<file path="src/rtl/mips_pkg.sv">
// Shared constants and types for the MIPS core: opcodes, fetch FSM states, PC increment.
package mips_pkg;

    localparam logic [5:0] OP_RTYPE = 6'b000000;
    localparam logic [5:0] OP_LW    = 6'b100011;
    localparam logic [5:0] OP_SW    = 6'b101011;
    localparam logic [5:0] OP_BEQ   = 6'b000100;
    localparam logic [5:0] OP_ADDI  = 6'b001000;
    localparam logic [5:0] OP_J     = 6'b000010;

    localparam int unsigned PC_INC       = 4;
    localparam int unsigned JUMP_INDEX_W = 26;

    typedef enum logic [1:0] {
        IDLE,
        REQ,
        HOLD
    } fetchState_t;

endpackage

</file>
<file path="src/rtl/mips_next_pc.sv">
// Combinational next-PC select: jump > taken branch > sequential, all arithmetic modulo 2^WIDTH.
module mips_next_pc
    import mips_pkg::*;
#(
    parameter int unsigned WIDTH = 32
) (
    input  logic [WIDTH-1:0]        pcPlus4,
    input  logic                    jump,
    input  logic [JUMP_INDEX_W-1:0] jumpIndex,
    input  logic                    branchTaken,
    input  logic [WIDTH-1:0]        branchOffset,
    output logic [WIDTH-1:0]        nextPc_c
);

    always_comb begin
        nextPc_c = pcPlus4;
        if (jump) begin
            nextPc_c = WIDTH'({pcPlus4[WIDTH-1 -: 4], jumpIndex, 2'b00});
        end else if (branchTaken) begin
            nextPc_c = pcPlus4 + (branchOffset << 2);
        end
    end

endmodule

</file>
<file path="src/rtl/mips_fetch_unit.sv">
// Instruction-fetch stage: PC register, imem req/ready handshake, instruction hold until retire.
// Optional FETCH_COUNT_EN adds a retired-instruction counter output instr_count.
module mips_fetch_unit
    import mips_pkg::*;
#(
    parameter int unsigned    WIDTH    = 32,
    parameter logic [WIDTH-1:0] RESET_PC = WIDTH'(32'h0000_0000)
) (
    input  logic                    clk,
    input  logic                    rst,
    input  logic                    stall,
    input  logic                    branch_taken,
    input  logic [WIDTH-1:0]        branch_offset,
    input  logic                    jump,
    input  logic [JUMP_INDEX_W-1:0] jump_index,
    output logic                    imem_req,
    output logic [WIDTH-1:0]        imem_addr,
    input  logic                    imem_ready,
    input  logic [WIDTH-1:0]        imem_rdata,
    output logic [WIDTH-1:0]        instr,
    output logic                    instr_valid,
    output logic [5:0]              opcode,
    output logic [5:0]              funct,
    output logic [WIDTH-1:0]        pc,
    output logic [WIDTH-1:0]        pc_plus4
`ifdef FETCH_COUNT_EN
    ,
    output logic [31:0]             instr_count
`endif
);

    fetchState_t      state;
    fetchState_t      stateNext;
    logic             loadInstr;
    logic             retire;
    logic [WIDTH-1:0] nextPc;

    mips_next_pc #(
        .WIDTH(WIDTH)
    ) uNextPc (
        .pcPlus4     (pc_plus4),
        .jump        (jump),
        .jumpIndex   (jump_index),
        .branchTaken (branch_taken),
        .branchOffset(branch_offset),
        .nextPc_c    (nextPc)
    );

    always_ff @(posedge clk or posedge rst) begin
        if (rst) begin
            state <= IDLE;
        end else begin
            state <= stateNext;
        end
    end

    // stall only matters in HOLD; imem_ready only matters in REQ
    always_comb begin
        stateNext = state;
        loadInstr = 1'b0;
        retire    = 1'b0;
        case (state)
            IDLE: stateNext = REQ;
            REQ: begin
                if (imem_ready) begin
                    stateNext = HOLD;
                    loadInstr = 1'b1;
                end
            end
            HOLD: begin
                if (!stall) begin
                    stateNext = REQ;
                    retire    = 1'b1;
                end
            end
            default: stateNext = IDLE;
        endcase
    end

    always_ff @(posedge clk or posedge rst) begin
        if (rst) begin
            imem_req    <= 1'b0;
            instr_valid <= 1'b0;
            instr       <= '0;
            pc          <= RESET_PC;
            pc_plus4    <= RESET_PC + WIDTH'(PC_INC);
        end else begin
            imem_req    <= (stateNext == REQ);
            instr_valid <= (stateNext == HOLD);
            if (loadInstr) begin
                instr <= imem_rdata;
            end
            if (retire) begin
                pc       <= nextPc;
                pc_plus4 <= nextPc + WIDTH'(PC_INC);
            end
        end
    end

`ifdef FETCH_COUNT_EN
    always_ff @(posedge clk or posedge rst) begin
        if (rst) begin
            instr_count <= 32'd0;
        end else if (retire) begin
            instr_count <= instr_count + 32'd1;
        end
    end
`endif

    assign imem_addr = pc;
    assign opcode    = instr[WIDTH-1 -: 6];
    assign funct     = instr[5:0];

endmodule

</file>
<file path="config.mk">
export PLATFORM = sky130hd
export DESIGN_NAME = mips_fetch_unit
export DESIGN_NICKNAME = d
export VERILOG_FILES = /design/src/rtl/mips_pkg.sv /design/src/rtl/mips_next_pc.sv /design/src/rtl/mips_fetch_unit.sv
export SDC_FILE = /design/constraint.sdc
export NUM_CORES = 1
export LEC_CHECK = 0
export ABC_AREA = 0
export ABC_CLOCK_PERIOD_IN_PS = 4400
export CELL_PAD_IN_SITES_DETAIL_PLACEMENT = 1
export CELL_PAD_IN_SITES_GLOBAL_PLACEMENT = 1
export CORE_MARGIN = 3
export CORE_UTILIZATION = 34
export CTS_CLUSTER_SIZE = 30
export DETAILED_ROUTE_END_ITERATION = 8
export PLACE_DENSITY = 0.9
export SLEW_MARGIN = 20
export SYNTH_ARGS = -nofsm -noshare
export SYNTH_HDL_FRONTEND = slang
export SYNTH_SLANG_ARGS = --single-unit
</file>
<file path="constraint.sdc">
create_clock -name clk -period 4.4 [get_ports clk]
set_clock_uncertainty 0.2 [all_clocks]
set_input_delay 0.66 -clock clk [delete_from_list [all_inputs] [get_ports clk]]
set_output_delay 0.66 -clock clk [all_outputs]
set_load 0.01 [all_outputs]
</file>
==> tab_implementation.tex, run 1 <==
\begin{tabular}{lr}
\hline
Metric & Value \\
\hline
\multicolumn{2}{l}{\textbf{Placement}} \\
\quad Total of buffers placed on input and output ports & 229 \\
\quad Post-DP HPWL & 22600 um \\
\quad RePlAce Congestion & 0.9133 \\
\quad Cell area after placement & 9921 um2 \\
\multicolumn{2}{l}{\textbf{Synthesis}} \\
\quad Number of synthesis warnings & 0 \\
\quad Leading cell types by total area after synthesis & dfrtp\_1 (34\%), nand2\_1 (6.6\%), mux2\_2 (5.6\%) \\
\quad Cell accounting for the most synthesized area & dfrtp\_1 \\
\quad Netlist cell types & 90 \\
\quad Most numerous cell in the Yosys netlist & nand2\_1 \\
\quad Number of flops mapped to enable cells by yosys & 0 \\
\quad Netlist Area Pre-Place & 7054 um2 \\
\quad Total of flip-flops plus latches after synthesis & 96 \\
\quad Synth Flop Type & dfrtp\_1 \\
\quad Top cells by instance count after synthesis & nand2\_1 (124), dfrtp\_1 (95), o21ai\_0 (69), buf\_4 (49), a21oi\_1 (43) \\
\quad Synth Area per Inst & 8.741 um2 \\
\quad Sequential cell area fraction in the yosys report & 34.07\% \\
\quad Area share of the largest cell type after synthesis & 33.70\% \\
\quad Cell count after synthesis & 807 \\
\quad Asr flop ratio synth & 100.0\% \\
\multicolumn{2}{l}{\textbf{Power}} \\
\quad Design Power & 6972 uW \\
\quad Internal power summed over all cells & 3938 uW \\
\quad Share of power burned in registers & 26.2\% \\
\quad Fraction of power consumed by the clock network & 10.8\% \\
\quad Comb pwr share & 63.1\% \\
\quad Largest vdd supply drop & 0.3991 mV \\
\quad Cell Pwr Density & 676.6 nW/um2 \\
\quad P\_leak & 0.004431 uW \\
\quad Sw Pwr & 3034 uW \\
\quad Sw Share & 43.52\% \\
\multicolumn{2}{l}{\textbf{STA}} \\
\quad Setup violation total in the final timing report & 0 \\
\quad Shortest period the worst path allows & 4317 ps \\
\quad Setup TNS Final & 0 ps \\
\quad Final Max Tran Viols & 0 \\
\quad Transition time at the pin with the least slew margin & 921.0 ps \\
\quad Final worst-path cycle share & 98.12\% \\
\quad Slew HR & 38.60\% \\
\quad Max frequency & 0.2316 GHz \\
\quad Number of hold violations in the final report & 0 \\
\multicolumn{2}{l}{\textbf{Clock tree}} \\
\quad Deepest level of the CTS H-tree & 3 \\
\quad Cell at the root of the clock tree & clkbuf\_16 \\
\quad Clock insertion delay at the later pin of the skew report & 350 ps \\
\quad Clock tree from TritonCTS & built \\
\quad Number of sinks handled by clock tree synthesis & 96 \\
\quad Clock-pin slew on the worst setup and hold paths & 80 ps \\
\quad Cts bufs inserted & 9 \\
\quad Clk buf depth & 2 \\
\multicolumn{2}{l}{\textbf{Floorplanning}} \\
\quad Core ar. & 20300 um2 \\
\quad Die outline area & 22510 um2 \\
\quad I/O Pins & 238 \\
\quad Effective utilization at floorplan & 34.75\% \\
\quad Die width & 150.0 um \\
\quad Die Height & 150.0 um \\
\quad Number of rows created at floorplan & 52 \\
\multicolumn{2}{l}{\textbf{Route}} \\
\quad Routed wire length per instance & 21.92 um \\
\quad DRT iter0 DRCs & 473 \\
\quad Via density & 5.563 \\
\quad Sum of routed wire length over all layers & 29420 um \\
\quad Count of vias placed by the detailed router & 7465 \\
\quad Residual DRC & 0 \\
\quad Post-route ant nets & 0 \\
\quad TritonRoute pass-1 iters & 5 \\
\multicolumn{2}{l}{\textbf{Cells and area}} \\
\quad Growth of design area from synthesis to finish & 46.06\% \\
\quad Area of all sequential standard cells & 2404 um2 \\
\quad Nets@finish & 1194 \\
\quad Layout Cell Area excl Fill & 10300 um2 \\
\quad Count of filler cells inserted in the layout & 2348 \\
\quad Share of the core filled with cells in the final layout & 50.76\% \\
\quad Antenna diode count & 0 \\
\quad Share of layout cells above drive strength 1 & 18.19\% \\
\quad Area taken by multi-input logic gates & 4170 um2 \\
\multicolumn{2}{l}{\textbf{Worst setup path}} \\
\quad Critical path class & input port to flip-flop \\
\quad Critical path capture point type & flip-flop \\
\quad Critical Path RT & 4430 ps \\
\quad Signal arrival time at the worst endpoint & 4350 ps \\
\quad Critical path startpoint category & input port \\
\quad Worst Reg-to-Reg Cells & 13 \\
\quad Maximum fanout along the worst path & 4 \\
\multicolumn{2}{l}{\textbf{Global routing}} \\
\quad Maximum number of pins on one net before global-route repair & 65 \\
\quad Gr ovfl total & 0 \\
\quad Vias in the first global route & 8026 \\
\quad First-pass GRT wire length & 44100 um \\
\quad Initial antenna violation count & 0 \\
\quad GRT Util Overall & 25.06\% \\
\multicolumn{2}{l}{\textbf{Hold path}} \\
\quad Path category of the worst min-delay check & flip-flop to flip-flop \\
\quad Number of cells traversed by the worst hold path & 1 \\
\multicolumn{2}{l}{\textbf{Job}} \\
\quad Max\_cap viols & 0 \\
\multicolumn{2}{l}{\textbf{Status}} \\
\quad Outcome & finished clean \\
\hline
\end{tabular}
==> registers in the layout (all words and copies together), names as in the netlist <==
signal and cells:
imem_addr 30, instr 32, instr_valid 1, pc_plus4 30
state 2, imem_req 1
==> cell families (layout without fill, tap and decap cells) <==
family / count (synthesis) / in the layout / share of synthesized area, %
xor+xnor: 26 / 26 / 3.228
compound gates: 213 / 213 / 20.01
fa+ha+maj: 31 / 31 / 5.605
buf+inv: 98 / 358 / 8.389
other cells: 1 / 6 / 0.05316
flops: 96 / 96 / 34.07
simple gates: 297 / 297 / 21.57
mux: 45 / 45 / 7.077
==> power by group through the flow <==
| stage | registers, uW | clock network (uW) | logic (uW) |
|---|---|---|---|
| after global placement | 1760 | 0 | 4060 |
| final | 1820 | 750 | 4400 |
| after detailed placement | 1810 | 0 | 4260 |
| after CTS | 1820 | 758 | 4340 |
| after floorplan | 1810 | 0 | 2080 |
| after global routing | 1870 | 802 | 4710 |
==> final timing paths <==
kind | from | to | slack, ps
max | branch_offset[2] | pc_plus4[30] | 80
min | instr[8] | instr[8] | 310
max reg2reg | pc_plus4[2] | pc_plus4[30] | 310
min reg2reg | instr[8] | instr[8] | 310
max in group asynchronous | rst | instr[24] | 2640
min in group asynchronous | rst | imem_addr[19] | 570
==> critical path: stages <==
cell	delay (ps)
clkdlybuf4s50_1	460
ha_2	420
nand3_1	130
a21o_1	250
a2111oi_4	510
o31ai_1	160
mux2i_1	180
a211oi_1	300
buf_4	170
nand3_1	140
buf_4	220
nor3_4	240
a21oi_1	120
or3_1	360
==> cell type report <==
type                    instances  area share, %
well taps                     270          3.279
inverters                      11         0.4250
clock buffers                  11          2.259
flip-flops and latches         96          23.33
clock inverters                 5         0.4007
multi-input cells             618          40.47
repair buffers                331          29.84
==> cells in the final DEF (no fill, tap or decap), types with 7 or more instances in the layout <==
cell / Yosys / layout
ha_1: 30 / 28
clkdlybuf4s50_1: 0 / 229
nor2_1: 39 / 39
nand4_1: 9 / 9
and3_1: 16 / 16
a21oi_1: 43 / 41
and2_1: 9 / 9
nand2_1: 124 / 123
mux2_2: 35 / 35
mux2i_1: 9 / 9
nor3_1: 16 / 15
xnor2_1: 12 / 12
a31oi_1: 9 / 9
nand3_1: 25 / 25
o211ai_1: 7 / 7
o21ai_0: 69 / 67
dfrtp_1: 95 / 95
a21o_1: 13 / 13
inv_1: 10 / 9
clkbuf_16: 0 / 9
or3_1: 10 / 10
buf_4: 49 / 100
xor2_1: 14 / 14
o21ai_1: 8 / 9
==> what timing repair did <==
item / CTS / global route
gates resized for setup: 6 / 14
setup buffers: 0 / 2
pin swaps: 3 / 8
hold buffers: 0 / 0
endpoints found under the setup margin: 3 / 9
==> stage by stage <==
stage	hold slack, ps	cells	worst slack (ps)
floorplan	290.0	812	294.7
global placement	286.6	1324	-254.1
detailed placement	292.6	1324	-422.7
CTS	312.0	1340	8.062
global route	320.7	1342	-57.20
finish	312.1	1342	82.86
==> per-layer routing <==
| metal | vias up | wire (um) | track usage [%] |
|---|---|---|---|
| met5 | - | 0 | 0 |
| met3 | 66 | 1614 | 4.300 |
| met2 | 289 | 15150 | 44.60 |
| met4 | 0 | 1010 | 9.561 |
| li1 | 3397 | - | - |
| met1 | 3713 | 11640 | 30.11 |
Note: power is estimated with default switching activity, not from simulation.
==> run 2, diff against run 1 <==
SLEW_MARGIN = 15   (was 20)
==> results of run 2 <==
Final layout, timing and power as in run 1 (identical DEF).
==> run 3, diff against run 2 <==
--- a/config.mk
+++ b/config.mk
@@ -11,2 +11,3 @@
 export CELL_PAD_IN_SITES_GLOBAL_PLACEMENT = 1
+export CORE_ASPECT_RATIO = 1.25
 export CORE_MARGIN = 3
--- a/constraint.sdc
+++ b/constraint.sdc
@@ -4,2 +4,2 @@
 set_output_delay 0.66 -clock clk [all_outputs]
-set_load 0.01 [all_outputs]
+set_load 0.05 [all_outputs]
==> tab_implementation.tex, run 3 (synthesized netlist as in run 1, its figures left out) <==
\begin{tabular}{lr}
\hline
Metric & Value \\
\hline
\multicolumn{2}{l}{\textbf{Status}} \\
\quad Outcome & finished clean \\
\multicolumn{2}{l}{\textbf{Worst setup path}} \\
\quad CP max-delay cell & clkdlybuf4s50\_1 \\
\quad CP max stage delay & 400 ps \\
\quad Reg-to-Reg End & pc\_plus4[31] \\
\quad Launch instance of the worst register-to-register path & pc\_plus4[2] \\
\quad Number of gates on the worst path with buffers counted & 14 \\
\quad Maximum fanout along the worst path & 6 \\
\quad Critical Path RT & 4490 ps \\
\quad Critical path capture point & pc\_plus4[31] \\
\quad Critical path startpoint & branch\_offset[0] \\
\quad Critical path buffers and inverters & 2 \\
\quad Critical path startpoint category & input port \\
\quad Signal arrival time at the worst endpoint & 4370 ps \\
\quad Critical path class & input port to flip-flop \\
\quad Cells traversed along the worst timing path & clkdlybuf4s50\_1 -> ha\_1 -> fa\_2 -> a211oi\_4 -> o21ai\_1 -> a41o\_1 -> o31ai\_2 -> a31oi\_2 -> a2111oi\_4 -> nand4b\_2 -> nor4\_4 -> buf\_4 -> mux2\_4 -> nand3\_1 \\
\quad Family with the most delay on the worst path & compound AO/OA/AOI/OAI gates \\
\quad Minimum setup slack among reg-to-reg paths & 340 ps \\
\quad Critical path capture point type & flip-flop \\
\quad Worst Reg-to-Reg Cells & 13 \\
\multicolumn{2}{l}{\textbf{Power}} \\
\quad Largest vdd supply drop & 0.6280 mV \\
\quad Internal power summed over all cells & 3938 uW \\
\quad Sw Share & 55.06\% \\
\quad Share of power burned in registers & 20.3\% \\
\quad P\_leak & 0.004410 uW \\
\quad Cell Pwr Density & 852.5 nW/um2 \\
\quad Fraction of power consumed by the clock network & 9.0\% \\
\quad Sw Pwr & 4825 uW \\
\quad Comb pwr share & 70.7\% \\
\multicolumn{2}{l}{\textbf{Clock tree}} \\
\quad Cts bufs inserted & 9 \\
\quad Clk buf depth & 2 \\
\quad Deepest level of the CTS H-tree & 3 \\
\quad Clock-pin slew on the worst setup and hold paths & 80 ps \\
\quad Post-CTS Setup Repair Bufs & 0 \\
\quad Clock tree from TritonCTS & built \\
\quad Post-CTS resize count & 0 \\
\quad Number of sinks handled by clock tree synthesis & 96 \\
\quad Hold bufs inserted after CTS & 0 \\
\quad Cell at the root of the clock tree & clkbuf\_16 \\
\quad Clock insertion delay at the later pin of the skew report & 350 ps \\
\multicolumn{2}{l}{\textbf{STA}} \\
\quad Shortest period the worst path allows & 4276 ps \\
\quad Final worst-path cycle share & 97.18\% \\
\quad Transition time at the pin with the least slew margin & 855.1 ps \\
\quad Final Max Tran Viols & 0 \\
\quad Slew HR & 42.99\% \\
\quad Max frequency & 0.2339 GHz \\
\quad Number of hold violations in the final report & 0 \\
\quad Setup violation total in the final timing report & 0 \\
\multicolumn{2}{l}{\textbf{Cells and area}} \\
\quad Growth of design area from synthesis to finish & 45.71\% \\
\quad Non-Filler Instances & 1340 \\
\quad Most common library cell in the layout ignoring fill and taps & clkdlybuf4s50\_1 \\
\quad Most flop-heavy register & instr \\
\quad Share of the core filled with cells in the final layout & 50.77\% \\
\quad Most used cells in the layout excluding fill and tap cells & clkdlybuf4s50\_1 (229), nand2\_1 (123), buf\_4 (99) \\
\quad Share of layout cells above drive strength 1 & 18.15\% \\
\quad Max reg flops & 32 \\
\quad Nets@finish & 1191 \\
\multicolumn{2}{l}{\textbf{Placement}} \\
\quad Number of cells in the design after placement & 1323 \\
\quad Total of buffers placed on input and output ports & 229 \\
\quad Post-DP HPWL & 22220 um \\
\quad RePlAce Congestion & 0.8914 \\
\multicolumn{2}{l}{\textbf{Floorplanning}} \\
\quad Number of rows created at floorplan & 58 \\
\quad Effective utilization at floorplan & 34.84\% \\
\quad I/O Pins & 238 \\
\quad Core ar. & 20250 um2 \\
\quad Die outline area & 22520 um2 \\
\quad Die width & 134.8 um \\
\quad Die Height & 167.0 um \\
\multicolumn{2}{l}{\textbf{Global routing}} \\
\quad Maximum number of pins on one net before global-route repair & 74 \\
\quad GRT Util Overall & 24.18\% \\
\quad Gr ovfl total & 0 \\
\quad First-pass GRT wire length & 43830 um \\
\quad Vias in the first global route & 8068 \\
\quad Initial antenna violation count & 1 \\
\multicolumn{2}{l}{\textbf{Route}} \\
\quad Residual DRC & 0 \\
\quad Sum of routed wire length over all layers & 27610 um \\
\quad DRT iter0 DRCs & 456 \\
\quad Count of vias placed by the detailed router & 7353 \\
\quad Via density & 5.487 \\
\quad Routed wire length per instance & 20.61 um \\
\quad TritonRoute pass-1 iters & 4 \\
\quad Post-route ant nets & 0 \\
\multicolumn{2}{l}{\textbf{Job}} \\
\quad Max\_cap viols & 0 \\
\multicolumn{2}{l}{\textbf{Hold path}} \\
\quad Path category of the worst min-delay check & flip-flop to flip-flop \\
\hline
\end{tabular}
run 3: tightest hold or removal path, delay by kind of cell (launching register included):
family	cells	cell delay, ps
DFF	1	370
and+or+nand+nor	2	120
run 3: worst min-delay path by stage:
stage / slack [ps] / cells after the start / startpoint / end
6_report: 310 / 2 / imem_addr[4] / imem_addr[4]
5_1_grt: 320 / 1 / instr[15] / instr[15]
4_1_cts: 310 / 1 / instr[15] / instr[15]
3_5_place_dp: 290 / 1 / instr[6] / instr[6]
3_3_place_gp: 290 / 1 / instr[24] / instr[24]
2_1_floorplan: 290 / 1 / state[0] / instr_valid
run 3: cell type report:
type | count | area [um2]
tap | 270 | 337.8
fill | 2306 | 9968
clock buffer | 9 | 225.2
inverter | 11 | 43.79
antenna | 1 | 2.502
clock inverter | 7 | 72.57
timing repair buffer | 328 | 3035
multi-input combinational | 618 | 4158
sequential | 96 | 2404
run 3: per-stage QoR:
| step | hold WS, ps | total power, uW | TNS, ps | worst slack (ps) | area (um2) |
|---|---|---|---|---|---|
| finish | 311.6 | 8763 | 0 | 124.2 | 10280 |
| global route | 318.8 | 9230 | -54.89 | -22.47 | 10280 |
| CTS | 309.9 | 8734 | 0 | 59.23 | 10200 |
| detailed placement | 293.0 | 7899 | -2668 | -305.6 | 9901 |
| global placement | 287.1 | 7682 | -1087 | -223.9 | 9901 |
| floorplan | 290.0 | 5755 | 0 | 294.8 | 7073 |
run 3: metal layers:
metal  vias up  GRT usage, %  part of all wire, %
met5         -             0                    0
met4         0         8.857                  3.0
met3        50         3.293                  5.2
met2       249         43.89                   53
met1      3670         28.78                   39
li1       3384             -                    -
run 3: power groups by stage:
| stage | sequential, uW | clock (uW) | combinational (uW) |
|---|---|---|---|
| detailed placement | 1780 | 0 | 6110 |
| global route | 1840 | 836 | 6560 |
| global placement | 1750 | 0 | 5930 |
| CTS | 1780 | 805 | 6150 |
| floorplan | 3070 | 0 | 2680 |
| finish | 1780 | 785 | 6200 |
==> RTL change 1: new RTL, flow settings as in run 1 <==
`WIDTH` is set to 32 in 2 places; all go to 16.
--- a/src/rtl/mips_next_pc.sv
+++ b/src/rtl/mips_next_pc.sv
@@ -2,7 +2,7 @@
 module mips_next_pc
     import mips_pkg::*;
 #(
-    parameter int unsigned WIDTH = 32
+    parameter int unsigned WIDTH = 16
 ) (
     input  logic [WIDTH-1:0]        pcPlus4,
     input  logic                    jump,
--- a/src/rtl/mips_fetch_unit.sv
+++ b/src/rtl/mips_fetch_unit.sv
@@ -3,7 +3,7 @@
 module mips_fetch_unit
     import mips_pkg::*;
 #(
-    parameter int unsigned    WIDTH    = 32,
+    parameter int unsigned    WIDTH    = 16,
     parameter logic [WIDTH-1:0] RESET_PC = WIDTH'(32'h0000_0000)
 ) (
     input  logic                    clk,
Ports: changed (6 resized); port bits go from 238 to 142. The function was not compared with the original's and may differ.
==> RTL change 1 against run 1 <==
Cell count down 59%. Largest cell class unchanged. Final area shrank 57%. Synthesized area is 55% lower. Worst setup slack improved by 0.38 ns. Sequential cell count is 48 lower. Via count shrank 61%. Wire length shrank 67%. Non-clock buffer count fell by 201. Clock power is 50% lower. Largest power group unchanged. Critical path type unchanged. Power decreased by 57%. Count of clock-buffer cells in the layout fell by 5. Core utilization shrank 0.62 points. Register-to-register slack better by 0.54 ns.
==> RTL change 1: results (changes against run 1) <==
Status
  • Status: complete, no violations

GRT
  • First-pass GRT wire length: 15,100 µm (-66%)
  • Gr usage total: 0.179 (-0.0718)
  • Largest net degree at the start of global routing: 49 (-25%)
  • Initial antenna violation count: 0 (unchanged)
  • Vias in the first global route: 3,044 (-62%)

Cells and area
  • Reg with most FFs: instr
  • Antenna diodes: 0 (unchanged)
  • Max reg flops: 16 (-50%)
  • Nets: 519 (-57%)
  • Area of the multi-input gates: 0.00171 mm² (-59%)
  • Layout cell share with drive strength beyond 1: 0.109 (-0.0731)
  • Filler cells: 1,033 (-56%)

Drt
  • TritonRoute pass-1 iters: 4 (-1)
  • Drt wl/cell: 17.5 µm (-20%)
  • DRT iter0 DRCs: 51 (-89%)
  • Vias per Instance: 5.26 (-5.4%)
  • ANT nets after route: 0 (unchanged)

Worst setup path
  • Worst R2R Start: pc_plus4[2]
  • CP delay by family, top: simple AND/OR/NAND/NOR gates
  • Critical path's largest stage delay: 0.43 ns (-0.08 ns)
  • Worst Path Max Fanout: 4 (unchanged)
  • Origin of the worst setup path: branch_offset[0]
  • CP arrival: 3.91 ns (-0.44 ns)
  • CP max stage cell: fa_1

Clocking
  • CTS root buffer: clkbuf_8
  • Setup Buffers After CTS: 0 (unchanged)
  • Post-cts gate resize count: 0 (-6)
  • H-tree levels: 2 (-1)
  • Worst-path clk slew: 0.10 ns (+0.02 ns)
  • Max Root-Sink Buffers: 2 (unchanged)
  • Clock Latency Late Sink: 0.30 ns (-0.05 ns)
  • TritonCTS buffer count: 5 (-4)

Timing
  • Worst-margin pin slew: 0.876 ns (-0.0451 ns)

Synth
  • Leading cell types by total area after synthesis: dfrtp_1 37%, buf_4 7.5%, mux2_2 6.3%
  • Syn. warnings: 0 (unchanged)
  • Most common library cells after synthesis: 52 x nand2_1, 47 x dfrtp_1, 32 x buf_4
  • Post-synthesis cell type count: 62 (-31%)
  • Ys async rst share: 1.00 (unchanged)
  • Sequential area share after synthesis: 0.375 (+0.0344)
  • Cell area after synthesis: 0.00321 mm² (-55%)

Hold path
  • HP Class: reg2reg
  • Min-Delay Startpoint: instr[6]

Power and ir drop
  • VDD IR max: 0.000302 V (-24%)
  • Leak Pwr: 1.87 nW (-58%)

Place
  • Routability cong.: 0.855 (-6.4%)
  • Post-DP HPWL: 7540 µm (-67%)
  • Port Buffers: 121 (-47%)
  • Placed Area: 0.00435 mm² (-56%)
[RTL change 1: report_power, final]
part / internal, mW / switching [mW] / total, mW
logic: 0.985 / 0.793 / 1.78
clock network: 0.227 / 0.150 / 0.377
registers: 0.658 / 0.202 / 0.860
[RTL change 1: routing by layer]
layer  wire, µm  GRT usage
met1       3830      0.209
met5          0          0
met3        382     0.0379
met2       5340      0.341
met4         42     0.0239
[RTL change 1: kinds of logic after synthesis]
group                      after synthesis  share of synthesized area
adders and majority gates               15                     0.0609
muxes                                   22                     0.0757
buffers and inverters                   49                     0.0960
other                                    1                    0.00117
AOI/OAI and AO/OA                       72                      0.147
and+or+nand+nor                        121                      0.203
xor gates and xnor gates                15                     0.0410
DFF                                     48                      0.375
[RTL change 1: stage by stage]
stage	setup WS, ns	cells
2_1_floorplan	0.914	348
3_3_place_gp	0.295	541
3_5_place_dp	0.145	541
4_1_cts	0.454	549
5_1_grt	0.210	549
6_report	0.468	549
[RTL change 1: worst paths after layout]
| check | end | slack [ns] | depth (start not counted) |
|---|---|---|---|
| max in group asynchronous | pc_plus4[5] | 2.88 | 2 |
| max reg2reg | pc_plus4[15] | 0.85 | 11 |
| min reg2reg | instr[6] | 0.32 | 1 |
| max | pc_plus4[15] | 0.47 | 12 |
| min | instr[6] | 0.32 | 1 |
| min in group asynchronous | imem_addr[3] | 0.61 | 2 |
[RTL change 1: final cells by class]
cell class / instances / share of cell area
clock buffer: 6 / 0.0162
clock inverter: 2 / 0.0134
inverter: 4 / 0.00363
multi-input combinational: 251 / 0.383
sequential: 48 / 0.268
tap: 108 / 0.0302
timing repair buffer: 130 / 0.285
==> RTL change 2: new RTL, config.mk and constraints of run 1 <==
Without the edit above. The 3 states of `fetchState_t` get a one-hot encoding in 3 bits.
--- a/src/rtl/mips_pkg.sv
+++ b/src/rtl/mips_pkg.sv
@@ -11,10 +11,10 @@
     localparam int unsigned PC_INC       = 4;
     localparam int unsigned JUMP_INDEX_W = 26;
 
-    typedef enum logic [1:0] {
-        IDLE,
-        REQ,
-        HOLD
+    typedef enum logic [2:0] {
+        IDLE = 3'b001,
+        REQ  = 3'b010,
+        HOLD = 3'b100
     } fetchState_t;
 
 endpackage
Formal check against the unedited RTL: same outputs for any inputs over 10 cycles, from zero or initial values and one cycle with rst high; not proved beyond that.
==> RTL change 2 against run 1 <==
Worst setup slack improved by 0.024 ns. Combinational power decreased by 2%. Register-to-register slack got worse by 0.17 ns. Synthesized area increased by 0.67%. Final area increased by 1.4%. Sequential cell count increased by 1. Power decreased by 0.16%. Sequential share of layout area decreased by 0.075 points. Wire length decreased by 6.7%. Largest cell class unchanged. Fmax increased by 0.57%.
==> RTL change 2: results (changes against run 1) <==
Place
  • Routability cong.: 0.913 (unchanged)
  • Dpl ws: -0.532 ns (-0.110 ns)
  • Post-DP HPWL: 21,400 µm (-5.3%)
  • Port Buffers: 229 (unchanged)
  • Inst Count DP: 1,337 (+0.98%)
  • Placed Area: 0.00996 mm² (+0.44%)

Worst setup path
  • Worst r2r dst: pc_plus4[26]
  • Worst R2R Setup Slack: 0.14 ns (-0.17 ns)
  • FF-to-FF path depth: 14 (+1)
  • Worst R2R Start: pc_plus4[2]
  • CP arrival: 4.37 ns (+0.02 ns)
  • Worst Path Max Fanout: 6 (+2)

Cells and area
  • Layout cell share with drive strength beyond 1: 0.205 (+0.0232)
  • Filler cells: 2,357 (+0.38%)
  • Reg with most FFs: instr
  • Antenna diodes: 0 (unchanged)
  • Nets: 1,214 (+1.7%)
  • Max reg flops: 32 (unchanged)

GRT
  • Vias in the first global route: 7,977 (-0.61%)
  • First-pass GRT wire length: 42,400 µm (-3.9%)
  • Largest net degree at the start of global routing: 87 (+34%)
  • Gr usage total: 0.235 (-0.0157)
  • Initial antenna violation count: 0 (unchanged)

Synth
  • Ys async rst share: 1.00 (unchanged)
  • EDFF count, synth: 0 (unchanged)
  • Syn. warnings: 0 (unchanged)
  • Leading cell types by total area after synthesis: dfrtp_1 33%, nand2_1 6.9%, o21ai_0 5.5%
  • Sequential area share after synthesis: 0.342 (+0.00142)
  • Most common library cells after synthesis: 130 x nand2_1, 95 x dfrtp_1, 78 x o21ai_0
  • Post-synthesis cell type count: 86 (-4.4%)
  • Top FF cell, synth: dfrtp_1
  • Syn Area/Cell: 8.70 µm² (-0.44%)

Drt
  • Routed WL: 27,500 µm (-6.7%)
  • TritonRoute pass-1 iters: 5 (unchanged)
  • DRT iter0 DRCs: 293 (-38%)
  • Vias per Instance: 5.47 (-1.7%)
  • Drt wl/cell: 20.2 µm (-8.0%)

Hold path
  • Number of cells on the worst hold path: 1 (unchanged)
  • Min-Delay Startpoint: instr[19]
  • Worst hold endpoint: instr[19]
  • HP Class: reg2reg

Clocking
  • TritonCTS buffer count: 9 (unchanged)
  • CTS root buffer: clkbuf_16
  • Max Root-Sink Buffers: 2 (unchanged)
  • Worst-path clk slew: around 0.070 ns
  • H-tree levels: 3 (unchanged)
  • Clock Latency Late Sink: 0.34 ns

Timing
  • Worst-margin pin slew: 0.781 ns (-0.140 ns)
  • Fin Hold WS: 0.309 ns (-0.00290 ns)
  • Count of pins over their slew limit: 0 (unchanged)

Power and ir drop
  • Leak Pwr: 4.45 nW (+0.38%)
  • VDD IR max: 0.000356 V (-11%)

Status
  • Status: complete, no violations
-- RTL change 2: worst max path at each step --
stage / start / to / slack (ns)
detailed placement: branch_offset[0] / pc_plus4[28] / -0.53
CTS: pc_plus4[2] / pc_plus4[26] / 0.02
global placement: branch_offset[0] / pc_plus4[28] / -0.39
global route: branch_offset[2] / pc_plus4[27] / 0.003
floorplan: branch_offset[0] / pc_plus4[28] / 0.18
finish: branch_offset[2] / pc_plus4[29] / 0.11
-- RTL change 2: repair_timing --
action                                  in CTS  in global routing
hold buffers                                 0                  0
resized for setup                           10                 13
buffers inserted                             6                  3
endpoints found under the setup margin       6                 11
pin swaps                                    9                  8
-- RTL change 2: final cells by class --
class	count	share of cell area
tap	270	0.0323
clock buffer	9	0.0216
clock inverter	7	0.00910
multi-input combinational	627	0.400
sequential	97	0.233
inverter	10	0.00383
timing repair buffer	342	0.301
-- RTL change 2: cell families after synthesis --
logic type / share of synthesized area
AOI/OAI and AO/OA: 0.204
xor gates and xnor gates: 0.0345
adders and majority gates: 0.0557
buffers and inverters: 0.0863
DFF: 0.342
muxes: 0.0581
other: 0.000528
and+or+nand+nor: 0.219
-- RTL change 2: per-layer routing --
layer,vias up,track usage,part of all wire
li1,3437,-,-
met4,0,0.0540,0.022
met2,258,0.434,0.52
met5,-,0,0
met1,3701,0.284,0.39
met3,54,0.0397,0.064
-- RTL change 2: critical path: stages --
cell and delay (ns):
clkdlybuf4s50_1 0.41, ha_1 0.34, or2_4 0.15, a41oi_4 0.17, or4_4 0.57, buf_4 0.18, and3_4 0.15, or4_4 0.48
nand3_2 0.12, o2111a_1 0.19, nand4_1 0.26, or4_1 0.60, nand3_1 0.09
-- RTL change 2: power breakdown --
part / internal [mW] / switching (mW)
clock: 0.499 / 0.353
combinational: 2.28 / 2.04
sequential: 1.32 / 0.472
-- RTL change 2: metrics by stage --
step	util	power, mW
CTS	0.509	6.95
floorplan	-	3.92
global placement	0.489	5.82
detailed placement	0.489	6.02
finish	0.513	6.96
global route	0.513	7.43
